`src/rtl/bypass_scoreboard_if.sv`:
```
// Pipeline <-> bypass scoreboard bundle: issue, stage control, load return, operand lookups.
// The master side is the pipeline/hazard unit; the slave side is the scoreboard.
interface bypass_scoreboard_if #(
    parameter int unsigned NSTAGES    = 3,
    parameter int unsigned XLEN       = 64,
    parameter int unsigned READ_PORTS = 2
);
    logic                                issue_valid;
    logic                                issue_regwrite;
    logic [4:0]                          issue_dst;
    logic                                issue_late;
    logic [XLEN-1:0]                     issue_data;
    logic [NSTAGES-1:0]                  stage_stall;
    logic [NSTAGES-1:0]                  flush;
    logic                                ld_valid;
    logic [XLEN-1:0]                     ld_data;
    logic [READ_PORTS-1:0][4:0]          rs;
    logic [READ_PORTS-1:0]               fwd_hit;
    logic [READ_PORTS-1:0][XLEN-1:0]     fwd_data;
    logic [READ_PORTS-1:0]               fwd_stall;
    logic                                any_stall;
    logic [31:0]                         stat_hits;
    logic [31:0]                         stat_stalls;

    modport master (
        output issue_valid, issue_regwrite, issue_dst, issue_late, issue_data,
        output stage_stall, flush, ld_valid, ld_data, rs,
        input  fwd_hit, fwd_data, fwd_stall, any_stall, stat_hits, stat_stalls
    );

    modport slave (
        input  issue_valid, issue_regwrite, issue_dst, issue_late, issue_data,
        input  stage_stall, flush, ld_valid, ld_data, rs,
        output fwd_hit, fwd_data, fwd_stall, any_stall, stat_hits, stat_stalls
    );
endinterface

```
`src/rtl/bypass_scoreboard.sv`:
```
// Operand-bypass scoreboard: shift register of in-flight register writers answering lookups.
// Define BYPASS_STATS_EN to build the saturating hit/stall statistics counters.
module bypass_scoreboard #(
    parameter int unsigned NSTAGES    = 3,
    parameter int unsigned XLEN       = 64,
    parameter int unsigned READ_PORTS = 2,
    parameter int unsigned LOAD_STAGE = 1
) (
    input  logic               clk,
    input  logic               reset,
    bypass_scoreboard_if.slave bus
);
    localparam int unsigned REG_W = 5;

    logic [NSTAGES-1:0] valid_q, valid_d;
    logic [NSTAGES-1:0] ready_q, ready_d;
    logic [REG_W-1:0]   dst_q  [NSTAGES];
    logic [REG_W-1:0]   dst_d  [NSTAGES];
    logic [XLEN-1:0]    data_q [NSTAGES];
    logic [XLEN-1:0]    data_d [NSTAGES];

    logic [NSTAGES-1:0] eff_ready;
    logic [XLEN-1:0]    eff_data [NSTAGES];
    logic               ld_cap;
    logic               issue_en;

    // Entry contents with this edge's load return merged in; holds and shifts both use it
    always_comb begin
        ld_cap    = bus.ld_valid && valid_q[LOAD_STAGE] && !ready_q[LOAD_STAGE]
                    && !bus.flush[LOAD_STAGE];
        eff_ready = ready_q;
        eff_data  = data_q;
        if (ld_cap) begin
            eff_ready[LOAD_STAGE] = 1'b1;
            eff_data[LOAD_STAGE]  = bus.ld_data;
        end
    end

    assign issue_en = bus.issue_valid && bus.issue_regwrite && (bus.issue_dst != '0);

    // Per-stage next state: flush, then hold, then bubble or advance
    always_comb begin
        valid_d = valid_q;
        ready_d = eff_ready;
        dst_d   = dst_q;
        data_d  = eff_data;

        if (bus.flush[0]) begin
            valid_d[0] = 1'b0;
            ready_d[0] = 1'b0;
        end else if (!bus.stage_stall[0]) begin
            if (issue_en) begin
                valid_d[0] = 1'b1;
                dst_d[0]   = bus.issue_dst;
                ready_d[0] = !bus.issue_late;
                data_d[0]  = bus.issue_late ? '0 : bus.issue_data;
            end else begin
                valid_d[0] = 1'b0;
                ready_d[0] = 1'b0;
            end
        end

        for (int i = 1; i < int'(NSTAGES); i++) begin
            if (bus.flush[i]) begin
                valid_d[i] = 1'b0;
                ready_d[i] = 1'b0;
            end else if (!bus.stage_stall[i]) begin
                if (bus.stage_stall[i-1]) begin
                    valid_d[i] = 1'b0;
                    ready_d[i] = 1'b0;
                end else begin
                    valid_d[i] = valid_q[i-1];
                    dst_d[i]   = dst_q[i-1];
                    ready_d[i] = eff_ready[i-1];
                    data_d[i]  = eff_data[i-1];
                end
            end
        end
    end

    always_ff @(posedge clk or negedge reset) begin
        if (!reset) begin
            valid_q <= '0;
            ready_q <= '0;
            for (int i = 0; i < int'(NSTAGES); i++) begin
                dst_q[i]  <= '0;
                data_q[i] <= '0;
            end
        end else begin
            valid_q <= valid_d;
            ready_q <= ready_d;
            dst_q   <= dst_d;
            data_q  <= data_d;
        end
    end

    // Youngest match wins: scan oldest to youngest so lower indices overwrite
    always_comb begin
        bus.fwd_hit   = '0;
        bus.fwd_stall = '0;
        bus.fwd_data  = '0;
        for (int p = 0; p < int'(READ_PORTS); p++) begin
            for (int i = int'(NSTAGES) - 1; i >= 0; i--) begin
                if (valid_q[i] && (dst_q[i] == bus.rs[p]) && (bus.rs[p] != '0)) begin
                    bus.fwd_hit[p]   = ready_q[i];
                    bus.fwd_stall[p] = !ready_q[i];
                    bus.fwd_data[p]  = ready_q[i] ? data_q[i] : '0;
                end
            end
        end
    end

    assign bus.any_stall = |bus.fwd_stall;

`ifdef BYPASS_STATS_EN
    localparam int unsigned CNT_W = $clog2(READ_PORTS + 1);

    logic [CNT_W-1:0] hit_cnt;
    logic [32:0]      hits_sum;
    logic [31:0]      stat_hits_q, stat_hits_d;
    logic [31:0]      stat_stalls_q, stat_stalls_d;

    // Saturating accumulators
    always_comb begin
        hit_cnt = '0;
        for (int p = 0; p < int'(READ_PORTS); p++) begin
            hit_cnt = hit_cnt + CNT_W'(bus.fwd_hit[p]);
        end
        hits_sum      = 33'(stat_hits_q) + 33'(hit_cnt);
        stat_hits_d   = hits_sum[32] ? '1 : hits_sum[31:0];
        stat_stalls_d = stat_stalls_q;
        if (bus.any_stall && (stat_stalls_q != '1)) begin
            stat_stalls_d = stat_stalls_q + 32'd1;
        end
    end

    always_ff @(posedge clk or negedge reset) begin
        if (!reset) begin
            stat_hits_q   <= '0;
            stat_stalls_q <= '0;
        end else begin
            stat_hits_q   <= stat_hits_d;
            stat_stalls_q <= stat_stalls_d;
        end
    end

    assign bus.stat_hits   = stat_hits_q;
    assign bus.stat_stalls = stat_stalls_q;
`else
    assign bus.stat_hits   = '0;
    assign bus.stat_stalls = '0;
`endif

endmodule
```
`src/flat_wrapper.sv`:
```
// flat-port wrapper written by rule: the top's interface ports become plain ports
module bypass_scoreboard_flat 
#(
    parameter int unsigned NSTAGES    = 3,
    parameter int unsigned XLEN       = 64,
    parameter int unsigned READ_PORTS = 2,
    parameter int unsigned LOAD_STAGE = 1
)
  (clk, reset, bus_issue_valid, bus_issue_regwrite, bus_issue_dst, bus_issue_late, bus_issue_data, bus_stage_stall, bus_flush, bus_ld_valid, bus_ld_data, bus_rs, bus_fwd_hit, bus_fwd_data, bus_fwd_stall, bus_any_stall, bus_stat_hits, bus_stat_stalls);
  bypass_scoreboard_if #(.NSTAGES(NSTAGES), .XLEN(XLEN), .READ_PORTS(READ_PORTS)) bus_i ();
  input  logic clk;
  input  logic reset;
  input wire logic [$bits(bus_i.issue_valid)-1:0] bus_issue_valid;
  input wire logic [$bits(bus_i.issue_regwrite)-1:0] bus_issue_regwrite;
  input wire logic [$bits(bus_i.issue_dst)-1:0] bus_issue_dst;
  input wire logic [$bits(bus_i.issue_late)-1:0] bus_issue_late;
  input wire logic [$bits(bus_i.issue_data)-1:0] bus_issue_data;
  input wire logic [$bits(bus_i.stage_stall)-1:0] bus_stage_stall;
  input wire logic [$bits(bus_i.flush)-1:0] bus_flush;
  input wire logic [$bits(bus_i.ld_valid)-1:0] bus_ld_valid;
  input wire logic [$bits(bus_i.ld_data)-1:0] bus_ld_data;
  input wire logic [$bits(bus_i.rs)-1:0] bus_rs;
  output wire logic [$bits(bus_i.fwd_hit)-1:0] bus_fwd_hit;
  output wire logic [$bits(bus_i.fwd_data)-1:0] bus_fwd_data;
  output wire logic [$bits(bus_i.fwd_stall)-1:0] bus_fwd_stall;
  output wire logic [$bits(bus_i.any_stall)-1:0] bus_any_stall;
  output wire logic [$bits(bus_i.stat_hits)-1:0] bus_stat_hits;
  output wire logic [$bits(bus_i.stat_stalls)-1:0] bus_stat_stalls;
  assign bus_i.issue_valid = bus_issue_valid;
  assign bus_i.issue_regwrite = bus_issue_regwrite;
  assign bus_i.issue_dst = bus_issue_dst;
  assign bus_i.issue_late = bus_issue_late;
  assign bus_i.issue_data = bus_issue_data;
  assign bus_i.stage_stall = bus_stage_stall;
  assign bus_i.flush = bus_flush;
  assign bus_i.ld_valid = bus_ld_valid;
  assign bus_i.ld_data = bus_ld_data;
  assign bus_i.rs = bus_rs;
  assign bus_fwd_hit = bus_i.fwd_hit;
  assign bus_fwd_data = bus_i.fwd_data;
  assign bus_fwd_stall = bus_i.fwd_stall;
  assign bus_any_stall = bus_i.any_stall;
  assign bus_stat_hits = bus_i.stat_hits;
  assign bus_stat_stalls = bus_i.stat_stalls;
  bypass_scoreboard #(.NSTAGES(NSTAGES), .XLEN(XLEN), .READ_PORTS(READ_PORTS), .LOAD_STAGE(LOAD_STAGE)) u_core (.clk(clk), .reset(reset), .bus(bus_i));
endmodule
```
`config.mk`:
```
export PLATFORM = sky130hd
export DESIGN_NAME = bypass_scoreboard_flat
export DESIGN_NICKNAME = d
export VERILOG_FILES = /design/src/rtl/bypass_scoreboard_if.sv /design/src/rtl/bypass_scoreboard.sv /design/src/flat_wrapper.sv
export SDC_FILE = /design/constraint.sdc
export NUM_CORES = 1
export LEC_CHECK = 0
export ABC_AREA = 0
export ABC_CLOCK_PERIOD_IN_PS = 2700
export CAP_MARGIN = 25
export CORE_MARGIN = 2
export CORE_UTILIZATION = 49
export CTS_CLUSTER_DIAMETER = 40
export DETAILED_ROUTE_END_ITERATION = 12
export MAX_ROUTING_LAYER = met4
export PLACE_DENSITY = 0.83
export SLEW_MARGIN = 0
export SYNTH_ARGS = -nofsm -noshare
export SYNTH_HDL_FRONTEND = slang
export SYNTH_SLANG_ARGS = --single-unit
```
`constraint.sdc`:
```
create_clock -name clk -period 2.7 [get_ports clk]
set_input_delay 0.27 -clock clk [delete_from_list [all_inputs] [get_ports clk]]
set_output_delay 0.27 -clock clk [all_outputs]
set_load 0.1 [all_outputs]
```
== Yosys cells after proc, flatten, opt, wreduce, memory -nomap -nowiden ==
Cells that the tools add are included.
W data, S select, Z words.
Word-level totals
  flip-flop bits (word level): 213
  bits in latches: 0
  bits in writable memories: 0
  ROM bits: 0
  output and inout port bits: 197
  logic and storage cells: 101
  memories: 0
Operators by class
  add/sub/neg operators: 0
  multipliers: 0
  divide/modulo/power cells: 0
  order comparisons: 0
  equality and inequality tests: 9
  shift-type cells: 0
  muxes and demuxes: 45
  bitwise operators: 6
  reductions and logical operators: 29
Operators with widths (count)
  $mux W64: 14
  $mux W1: 31
  $eq A5 B5 Y1: 6
  $logic_and A1 B1 Y1: 17
  $reduce_bool A5 Y1: 3
  $reduce_and A3 Y1: 3
  $ne A2 B1 Y1 const B: 3
  $not A1 Y1: 6
  $logic_not A1 Y1: 5
  $reduce_or A2 Y1: 1

== Depth between registers and ports, before layout ==
Gate-level depths: netlist (run 1).
  depth in word-level cells: 7
  depth in mapped cells: 9
  mapped depth without buffers: 5

== Least setup slack after synthesis (run 1) ==
OpenSTA, ideal clock, no wires.
  path kind: input-to-output
  start point: input bus_rs[0]
  end point: output bus_fwd_data[24]
  arrival time: 3.047 ns
  required time: 2.430 ns
  path slack: -0.617 ns
  cell stages on the path: 8
  buffers on the path: 3
  cell sequence: clkbuf_1 -> xnor2_1 -> o211ai_1 -> nor3_1 -> buf_2 -> clkbuf_1 -> a32oi_1 -> a21oi_1
On the way
  longest elaborated chain between the ends: 6
Ends and longest elaborated chain
  start, declared: line flat_wrapper.sv:22  | input wire logic [$bits(bus_i.rs)-1:0] bus_rs;
  $eq A5 B5 Y1: line bypass_scoreboard.sv:104  | if (valid_q[i] && (dst_q[i] == bus.rs[p]) && (bus.rs[p] != '0)) begin
  $logic_and A1 B1 Y1 (2 in a row): line bypass_scoreboard.sv:104
  $mux W64 (2 in a row): line bypass_scoreboard.sv:104
  $mux W64 *: line bypass_scoreboard.sv:104
  end, declared: line flat_wrapper.sv:24  | output wire logic [$bits(bus_i.fwd_data)-1:0] bus_fwd_data;
Mark *: on every way between the ends. The rest lies on a longest branch, timed or not.

== Final worst setup path (run 1) ==
  start point: register u_core.dst_q[8] (netlist name)
  end point: output bus_fwd_data[55]
On the way
  longest elaborated chain between the ends: 5
Ends and longest elaborated chain
  start, declared: line bypass_scoreboard.sv:17  | logic [REG_W-1:0] dst_q [NSTAGES];
  start signal, assigned: line bypass_scoreboard.sv:92  | dst_q <= dst_d;
  $eq A5 B5 Y1: line bypass_scoreboard.sv:104
  $logic_and A1 B1 Y1 (2 in a row): line bypass_scoreboard.sv:104
  $mux W64 (2 in a row): line bypass_scoreboard.sv:104
Every way passes these cells.

==> results of run 1 <==
==> power groups by stage <==
stage / clock network, mW / registers [mW] / logic [mW]
after global placement: 0 / 4.45 / 2.03
final: 5.08 / 4.81 / 2.69
after CTS: 4.92 / 4.56 / 2.35
after detailed placement: 0 / 4.49 / 2.12
after floorplan: 0 / 4.31 / 1.52
after global routing: 5.21 / 4.82 / 2.81
==> routing by layer <==
layer  routed length (um)  GRT usage [%]
met5                    0              -
met2                29700           65.5
met1                21400           50.0
met3                 9090           7.89
met4                 6590           24.4
==> area by class of cell <==
class,instances,share of cell area [%]
Tap cell,335,1.88
Inverter,1,0.0168
Timing Repair Buffer,455,29.7
Antenna cell,7,0.0784
Clock buffer,45,4.69
Sequential cell,213,23.9
Multi-Input combinational cell,1085,38.5
Clock inverter,21,1.13
==> per-stage QoR <==
stage,hold WS (ns),area [um^2]
3_5_place_dp,0.333,18100
5_1_grt,0.333,22300
2_1_floorplan,-0.0256,13500
4_1_cts,0.322,21300
6_report,0.306,22300
3_3_place_gp,0.328,18100
==> sequential cells by signal, indices dropped and copies added, names as in the netlist <==
signal / count
u_core.data_q: 192
u_core.dst_q: 15
u_core.ready_q: 3
u_core.valid_q: 3
==> cells in the mapped netlist, types with 3 or more instances <==
master	count	share of area, %
xor2_1	5	0.34
buf_1	5	0.15
buf_6	18	1.6
a221oi_1	15	1.0
nand2b_1	64	3.1
buf_2	29	1.1
a21oi_1	325	13
dfrtp_1	213	42
nor2b_1	3	0.15
nand3_1	3	0.12
nor3_1	8	0.31
nand4_1	3	0.15
buf_4	67	3.9
mux2i_1	64	5.0
nand2_1	85	2.5
o21ai_0	68	2.7
clkbuf_1	82	2.4
or3_1	3	0.15
a221oi_2	48	5.6
mux2_2	10	0.88
xnor2_1	25	1.7
nor2_1	198	5.8
a32oi_1	64	4.4
==> path summary, 6_finish.rpt <==
| kind | from | endpoint | depth (start not counted) |
|---|---|---|---|
| worst min register to register | u_core.data_q[182]$_DFFE_PN0P_ | u_core.data_q[182]$_DFFE_PN0P_ | 2 |
| worst max-delay path | u_core.dst_q[8]$_DFFE_PN0P_ | bus_fwd_data[55] | 10 |
| min in group asynchronous | reset | u_core.data_q[187]$_DFFE_PN0P_ | 2 |
| max in group asynchronous | reset | u_core.data_q[82]$_DFF_PN0_ | 3 |
| worst min-delay path | bus_issue_data[12] | u_core.data_q[140]$_DFFE_PN0P_ | 3 |
| worst max register to register | u_core.valid_q[1]$_DFFE_PN0P_ | u_core.data_q[114]$_DFF_PN0_ | 5 |
==> timing repair <==
action / CTS / global route
hold buffers: 1 / 0
setup buffers: 33 / 21
resized for setup: 219 / 145
hold endpoints to repair: 66 / 0
endpoints found under the setup margin: 131 / 133
pin swaps: 73 / 91
cloned: 22 / 9
==> cells by family after synthesis <==
family | count (synthesis) | synth area share (%)
compound gates | 536 | 27.7
xor+xnor | 30 | 2.06
buf+inv | 202 | 9.25
flops | 213 | 41.8
mux | 74 | 5.90
other cells | 1 | 0.0294
simple gates | 380 | 13.3
==> cell usage in the layout, fill, tap and decap left out, drive strengths merged, types with 25 or more instances in the layout <==
master,n
a32oi,64
nand2,85
o21ai,70
xnor2,25
dfrtp,213
conb,64
buf,292
nand2b,64
a221oi,63
nor2,199
clkbuf,54
a21oi,325
clkdlybuf4s50,143
mux2i,64
==> worst max-delay path: stages (launching register included) <==
cell and delay, ns:
dfrtp_2 0.46, xnor2_2 0.20, o211ai_1 0.13, buf_4 0.18, nor3_4 0.36, buf_6 0.17
buf_12 0.14, buf_8 0.15, a32oi_4 0.07, a21oi_4 0.38, buf_12 0.23
==> impl_metrics.csv, run 1 <==
group,metric,value,unit
timing,setup_ws,-0.566,ns
route,route.detailed.drc,0,
timing,finalHoldViolCount,0,
synth,ys.flop_type,"dfrtp_1",
worst_setup_path,path_class,"flop to output pin",
route,vias,15400,
synth,synth-seq-area-share,41.8,%
pwr,p_per_area,563,nW/um^2
worst_setup_path,critPathMaxFanout,8,
die,ios,352,
finish,multi_input_area,8600,um^2
finish,fillers,1103,
global_routing,grt_usage,41.5,%
clock_network,cts_buffers,37,
pwr,swShare,36.4,%
route,wl,66800,um
die,coreArea,25800,um^2
worst_setup_path,endpoint_kind,"output pin",
placement,pre_cts_slack,-0.193,ns
global_routing,grt-ovfl-total,0,
pwr,total_power,12.6,mW
clock_network,clock_latency,0.53,ns
worst_setup_path,r2r_slack,0.12,ns
global_routing,grt_max_degree,71,
synth,avgSynthCellArea,8.89,um^2
timing,relSlewSlack,49.2,%
worst_setup_path,worst_ep_required_time,2.43,ns
placement,hpwl,29600,um
placement,place_inst,2021,
die,die_area,27400,um^2
route,detail_route.wl_per_cell,30.9,um
clock_network,clkSinkCount,213,
route,vias_per_cell,7.14,
worst_setup_path,worstPathArrival,3.00,ns
hold_path,hp-class,"primary input to flop",
pwr,power_frac_seq,38.2,%
synth,yosys_register_bits,213,
finish,utilization,86.4,%
die,start_util,49.4,%
route,drtIter0Drc,2709,
timing,rsz0062_at_grt,"true",
timing,worst_pin_slew,0.761,ns
pwr,clkPwrFrac,40.3,%
pwr,p_leak,8.91,nW
timing,fmax,306,MHz
global_routing,antenna_found_initial,6,
finish,layoutNonFillerInstCount,2162,
timing,fin_crit_sh,121,%
timing,min_period,3.27,ns
finish,areaGrowthSynthToFinish,75.0,%
synth,synth.distinct_cells,47,
clock_network,cts-root-buf,"clkbuf_16",
clock_network,clk_pin_slew,0.06,ns
worst_setup_path,worst_setup_path_start_kind,"flop",
outcome,status,"finished, violations left",
route,drtAntennaViolNets,0,
synth,ys_warn_count,0,
timing,drv_slew,0,
timing,fin_skew,0.0194,ns
finish,final_nets,1948,
synth,synth_edf_count,0,
pwr,max-vdd-ir-drop,0.000622,V
outcome,failed_checks,"negative setup slack",
global_routing,grt_pass1_wl,84200,um
timing,setup_viol,133,
route,drt_pass1_iterations,6,
die,rows,59,
clock_network,cts.htree.levels,2,
die,die_x,165,um
pwr,p_comb_share,21.4,%
clock_network,clockBufferDepth,3,
run,drv_cap,0,
global_routing,grt_pass1_vias,14500,
clock_network,cts_tree,"yes",
placement,io_buffers,287,
finish,drive_gt1_share,39.6,%
pwr,p_int,8.00,mW
synth,synthCells,1436,
die,dieHeight,165,um
synth,async_reset_ff_share,100,%
synth,syn-cell-area,12800,um^2
timing,tns,-40.63,ns
finish,seq_area,5350,um^2
pwr,power_switching,4.58,mW
placement,gp_congestion,0.857,
Power figures use the tool's default switching activity.
==> run 2: changes to the inputs <==
--- a/config.mk
+++ b/config.mk
@@ -13,7 +13,7 @@
 export CTS_CLUSTER_DIAMETER = 40
 export DETAILED_ROUTE_END_ITERATION = 12
 export MAX_ROUTING_LAYER = met4
-export PLACE_DENSITY = 0.83
+export PLACE_DENSITY_LB_ADDON = 0.05
 export SLEW_MARGIN = 0
 export SYNTH_ARGS = -nofsm -noshare
 export SYNTH_HDL_FRONTEND = slang
==> run 2 against run 1 <==
Compared with the run above:
- the run still ends with negative setup slack left
- worst setup slack better by 0.29 ns
- die area is the same
- non-clock buffer count shrank 26
- total power down 5.3%
- global-route usage shrank 6.3 points
- sequential share of layout area is 0.74 points higher
- critical path depth is 2 lower
- routed wire length fell by 23%
- register-to-register slack gained 0.26 ns
- core utilization decreased by 2.6 points
- cell count down 1.5%
- clock power shrank 5.5%
- critical endpoint is now bus_fwd_data[21]
- largest power group unchanged
- highest routed layer unchanged
==> impl_metrics.csv, run 2 (synthesized netlist as in run 1, its figures left out) <==
group,metric,value,unit
finish,reg_top3,"u_core.data_q x192, u_core.dst_q x15",
pwr,total_power,11.9,mW
global_routing,grt_busiest_layer,"met2",
finish,final_cell_mix,"a21oi_1, dfrtp_1, buf_12, clkdlybuf4s50_1, nor2_1",
placement,place_inst,2012,
route,wl,51300,um
timing,setup_ws,-0.275,ns
global_routing,grt_pass1_vias,12900,
route,drtIter0Drc,1806,
run,drv_cap,0,
timing,holdWs,0.304,ns
worst_setup_path,worst_ep_required_time,2.43,ns
clock_network,clk_pin_slew,0.05,ns
timing,worst_pin_slew,0.683,ns
global_routing,grt_max_degree,124,
pwr,clkPwrFrac,40.3,%
timing,min_period,2.98,ns
hold_path,min_path_cells,3,
die,start_util,49.4,%
timing,setup_viol,133,
placement,gp_congestion,0.895,
pwr,swShare,33.6,%
global_routing,grt_usage,35.2,%
route,drtAntennaViolNets,0,
route,drt_pass1_iterations,6,
die,die_area,27400,um^2
finish,multi_input_area,8340,um^2
hold_path,hp-class,"primary input to flop",
finish,largest_register_ffs,192,
die,die_x,165,um
timing,fin_skew,0.0182,ns
worst_setup_path,worstPathArrival,2.71,ns
finish,drive_gt1_share,37.6,%
finish,layoutNonFillerInstCount,2130,
finish,areaGrowthSynthToFinish,69.7,%
worst_setup_path,path_class,"flop to output pin",
worst_setup_path,worst_setup_path_start_kind,"flop",
route,vias,13400,
clock_network,cts.htree.levels,2,
pwr,power_switching,4.01,mW
timing,finalHoldViolCount,0,
pwr,p_leak,8.69,nW
timing,fmax,336,MHz
global_routing,grt.met2_usage,56.3,%
route,route.detailed.drc,0,
finish,fin_area,21700,um^2
clock_network,clkSinkCount,213,
finish,fillers,1427,
outcome,failed_checks,"negative setup slack",
pwr,p_int,7.91,mW
finish,final_common_cell,"a21oi_1",
worst_setup_path,critPathMaxFanout,8,
clock_network,cts_buffers,36,
clock_network,clock_latency,0.51,ns
global_routing,grt_pass1_wl,72400,um
placement,pre_cts_slack,-0.305,ns
die,dieHeight,165,um
global_routing,grt-ovfl-total,0,
finish,seq_area,5350,um^2
timing,rsz0062_at_grt,"true",
clock_network,cts_tree,"yes",
finish,final_nets,1922,
placement,placed_cell_area,18100,um^2
finish,regMostFlops,"u_core.data_q",
global_routing,grtUsageMet1,44.4,%
global_routing,antenna_found_initial,1,
pwr,power_frac_seq,39.2,%
die,coreArea,25800,um^2
timing,relSlewSlack,54.5,%
placement,hpwl,27600,um
outcome,status,"finished, violations left",
pwr,max-vdd-ir-drop,0.000556,V
global_routing,use_met3,6.89,%
timing,drv_slew,0,
pwr,p_per_area,550,nW/um^2
die,ios,352,
pwr,p_comb_share,20.5,%
worst_setup_path,r2r_cells,5,
route,vias_per_cell,6.27,
placement,io_buffers,287,
clock_network,clockBufferDepth,3,
timing,fin_crit_sh,110,%
clock_network,cts-root-buf,"clkbuf_16",
worst_setup_path,endpoint_kind,"output pin",
route,detail_route.wl_per_cell,24.1,um
die,rows,59,
[run 2: changes by cell type in the layout (fill, tap and decap cells not counted), moves of 6 or more]
cell / change
a21oi_4: -28
a21oi_1: +31
buf_8: -7
xnor2_2: -6
a32oi_1: -22
buf_4: -11
a221oi_4: -7
buf_16: -6
a32oi_2: +20
[run 2: power by group through the flow]
stage          Sequential [mW]  Combinational, mW  Clock [mW]
2_1_floorplan             4.31               1.52           0
3_3_place_gp              4.45               2.05           0
3_5_place_dp              4.49               2.11           0
4_1_cts                   4.49               2.23        4.79
5_1_grt                   4.72               2.61        4.96
6_report                  4.67               2.45        4.80
[run 2: path summary, 6_finish.rpt]
path	from	endpoint	slack [ns]
worst max-delay path	u_core.dst_q[11]$_DFFE_PN0P_	bus_fwd_data[21]	-0.28
worst min-delay path	bus_issue_dst[4]	u_core.dst_q[14]$_DFFE_PN0P_	0.30
worst max register to register	u_core.valid_q[1]$_DFFE_PN0P_	u_core.data_q[42]$_DFFE_PN0P_	0.38
worst min register to register	u_core.data_q[156]$_DFFE_PN0P_	u_core.data_q[156]$_DFFE_PN0P_	0.54
max in group asynchronous	reset	u_core.data_q[92]$_DFF_PN0_	1.54
min in group asynchronous	reset	u_core.data_q[189]$_DFFE_PN0P_	0.37
[run 2: critical path: stages, from the launching register on]
cell and delay [ns]:
dfrtp_2 0.43, xnor2_1 0.18, nand4_1 0.23, or3_4 0.51
buf_12 0.17, buf_8 0.13, buf_16 0.15, a21oi_4 0.19
buf_12 0.19
[run 2: routing by layer]
metal,wire [um],vias to the layer above
met5,0,-
met4,2080,0
met3,5130,193
met2,24900,914
met1,19200,6504
li1,-,5743
[run 2: repair_timing]
item,CTS,global route
hold buffers,1,0
pin swaps,99,59
setup buffers,21,12
endpoints found under the setup margin,133,133
hold endpoints to repair,77,0
resized for setup,148,116
gates cloned,12,14
[run 2: per-stage QoR]
stage,TNS (ns),utilization [%]
final,-24.80,83.8
after global routing,-33.64,83.8
after CTS,-14.77,79.5
after detailed placement,-17.43,70.0
after global placement,-11.83,70.0
after floorplan,-14.29,-
[run 2: cell type report]
class	count	area share (%)
Inverter	1	0.0173
Clock inverter	20	1.22
Antenna cell	3	0.0347
Sequential cell	213	24.7
Timing Repair Buffer	429	29.1
Clock buffer	43	4.56
Multi-Input combinational cell	1086	38.5
Tap cell	335	1.94
==> run 3: changes to the inputs <==
--- a/config.mk
+++ b/config.mk
@@ -6,14 +6,16 @@
 export NUM_CORES = 1
 export LEC_CHECK = 0
 export ABC_AREA = 0
-export ABC_CLOCK_PERIOD_IN_PS = 2700
+export ABC_CLOCK_PERIOD_IN_PS = 3400
 export CAP_MARGIN = 25
+export CORE_ASPECT_RATIO = 1.25
 export CORE_MARGIN = 2
 export CORE_UTILIZATION = 49
 export CTS_CLUSTER_DIAMETER = 40
 export DETAILED_ROUTE_END_ITERATION = 12
 export MAX_ROUTING_LAYER = met4
 export PLACE_DENSITY_LB_ADDON = 0.05
+export REMOVE_ABC_BUFFERS = 1
 export SLEW_MARGIN = 0
 export SYNTH_ARGS = -nofsm -noshare
 export SYNTH_HDL_FRONTEND = slang
==> constraint.sdc (replaced) <==
create_clock -name clk -period 3.4 [get_ports clk]
set_input_delay 0.34 -clock clk [delete_from_list [all_inputs] [get_ports clk]]
set_output_delay 0.34 -clock clk [all_outputs]
set_load 0.1 [all_outputs]
==> run 3 against run 2 <==
Compared with the run above:
- the run now ends clean
- total power is 27% lower
- worst setup slack better by 0.45 ns
- hold slack better by 0.038 ns
- via count is 9.5% lower
- routed wire length is 18% lower
- count of clock-buffer cells in the layout is 7 lower
- cell count is 4.5% lower
- clock power is 28% lower
- die area hardly changed
- combinational power is 34% lower
- non-clock buffer count is 100 lower
- sequential cell count stayed put
- highest routed layer unchanged
==> impl_metrics.csv, run 3 (synthesized netlist as in run 1, its figures left out) <==
group,metric,value,unit
finish,final_common_cell,"a21oi_1",
finish,regMostFlops,"u_core.data_q",
route,wl,42300,um
route,vias,12100,
global_routing,use_met3,5.07,%
die,rows,66,
global_routing,grt_max_degree,135,
worst_setup_path,worstPathArrival,2.88,ns
placement,pre_cts_slack,0.201,ns
finish,areaGrowthSynthToFinish,42.9,%
clock_network,clock_latency,0.56,ns
timing,drv_slew,0,
hold_path,hp-class,"primary input to flop",
finish,layoutNonFillerInstCount,2034,
pwr,total_power,8.65,mW
worst_setup_path,cp_slowest_cell,"clkdlybuf4s50_1",
finish,reg_top3,"u_core.data_q x192, u_core.dst_q x15",
finish,fillers,2044,
die,die_area,27400,um^2
timing,tns,0,ns
run,drv_cap,0,
clock_network,clk_pin_slew,0.06,ns
finish,largest_register_ffs,192,
die,coreArea,25800,um^2
route,route.detailed.drc,0,
route,detail_route.wl_per_cell,20.8,um
clock_network,clkSinkCount,213,
clock_network,post_cts_buffers,0,
die,dieHeight,184,um
die,start_util,49.4,%
global_routing,grtUsageMet1,38.9,%
timing,finalHoldViolCount,0,
route,drtIter0Drc,942,
clock_network,cts-root-buf,"clkbuf_16",
worst_setup_path,worst_setup_path_start_kind,"primary input",
worst_setup_path,worst_ep_required_time,3.06,ns
timing,worst_pin_slew,0.964,ns
outcome,status,"finished, final reports clean",
worst_setup_path,worstPathCellList,"clkdlybuf4s50_1 > xnor2_1 > and4_1 > a2111oi_4 > buf_12 > a22oi_1 > a21oi_1 > buf_12",
pwr,max-vdd-ir-drop,0.000389,V
clock_network,cts_resized,0,
clock_network,cts.htree.levels,1,
global_routing,grt.met2_usage,51.1,%
worst_setup_path,cpPeakStageDelay,0.67,ns
global_routing,grt_pass1_vias,12100,
global_routing,grt_busiest_layer,"met2",
timing,fin_crit_sh,94.8,%
finish,multi_input_area,6530,um^2
worst_setup_path,crit_top_cell,"buf_12",
placement,io_buffers,287,
timing,setup_ws,0.177,ns
route,drtAntennaViolNets,0,
global_routing,grt_usage,31.3,%
worst_setup_path,critPathMaxFanout,38,
global_routing,grt-ovfl-total,0,
timing,min_period,3.22,ns
worst_setup_path,crit_family,"buffers and inverters",
finish,drive_gt1_share,18.4,%
clock_network,cts_tree,"yes",
route,drt_pass1_iterations,6,
placement,place_inst,1966,
placement,hpwl,27100,um
timing,setup_viol,0,
clock_network,clockBufferDepth,3,
clock_network,cts_buffers,31,
worst_setup_path,crit_buf_inv,3,
worst_setup_path,path_class,"primary input to output pin",
timing,relSlewSlack,35.7,%
global_routing,antenna_found_initial,7,
route,vias_per_cell,5.94,
timing,fmax,310,MHz
timing,rsz0062_at_grt,"false",
finish,fin_area,18200,um^2
die,ios,352,
pwr,p_leak,7.44,nW
global_routing,grt_pass1_wl,66100,um
finish,seq_area,5330,um^2
finish,final_nets,1815,
placement,placed_cell_area,17100,um^2
die,die_x,148,um
timing,fin_skew,0.0227,ns
finish,final_cell_mix,"a21oi_1, dfrtp_1, nor2_1, buf_12, clkdlybuf4s50_1",
worst_setup_path,endpoint_kind,"output pin",
pwr,p_per_area,474,nW/um^2
placement,gp_congestion,0.929,
run 3: final timing paths:
path	start	to	slack, ns	cells past startpoint
worst min-delay path	bus_issue_data[10]	u_core.data_q[138]$_DFFE_PN0P_	0.34	3
worst max register to register	u_core.valid_q[1]$_DFFE_PN0P_	u_core.data_q[124]$_DFF_PN0_	1.17	5
worst max-delay path	bus_rs[5]	bus_fwd_data[127]	0.18	8
min in group asynchronous	reset	u_core.data_q[75]$_DFF_PN0_	0.37	2
max in group asynchronous	reset	u_core.data_q[181]$_DFFE_PN0P_	2.21	3
worst min register to register	u_core.data_q[128]$_DFFE_PN0P_	u_core.data_q[128]$_DFFE_PN0P_	0.53	2
run 3: repair_timing:
item / in CTS / in global routing
hold endpoints to repair: 79 / 0
hold buffers: 1 / 0
setup endpoints to repair: 0 / 0
run 3: final cells by class:
cell class,instances,area share (%)
tap,340,2.33
timing repair buffer,329,26.2
inverter,1,0.0206
clock buffer,36,4.58
multi-input combinational,1084,35.8
clock inverter,22,1.67
antenna,9,0.124
sequential,213,29.3
run 3: routing by layer:
metal	up-vias	routed length, um
met1	5876	16400
met5	-	0
li1	5501	-
met3	101	3420
met2	609	20800
met4	0	1610
run 3: tightest hold or removal path: stages:
cell and delay [ns]:
clkdlybuf4s50_1 0.40, nand2b_1 0.06, o21ai_0 0.06
run 3: report_power, final:
part | internal [mW] | total, mW | leakage [nW] | switching (mW)
combinational | 0.616 | 1.61 | 4.32 | 0.998
sequential | 3.02 | 3.56 | 2.57 | 0.544
clock | 2.18 | 3.47 | 0.550 | 1.30
total | 5.81 | 8.65 | 7.44 | 2.84
run 3: metrics by stage:
step	util [%]	hold WS [ns]
final	70.5	0.342
after global routing	70.5	0.358
after CTS	70.5	0.330
after detailed placement	66.0	0.386
after global placement	66.0	0.382
after floorplan	-	0.0444
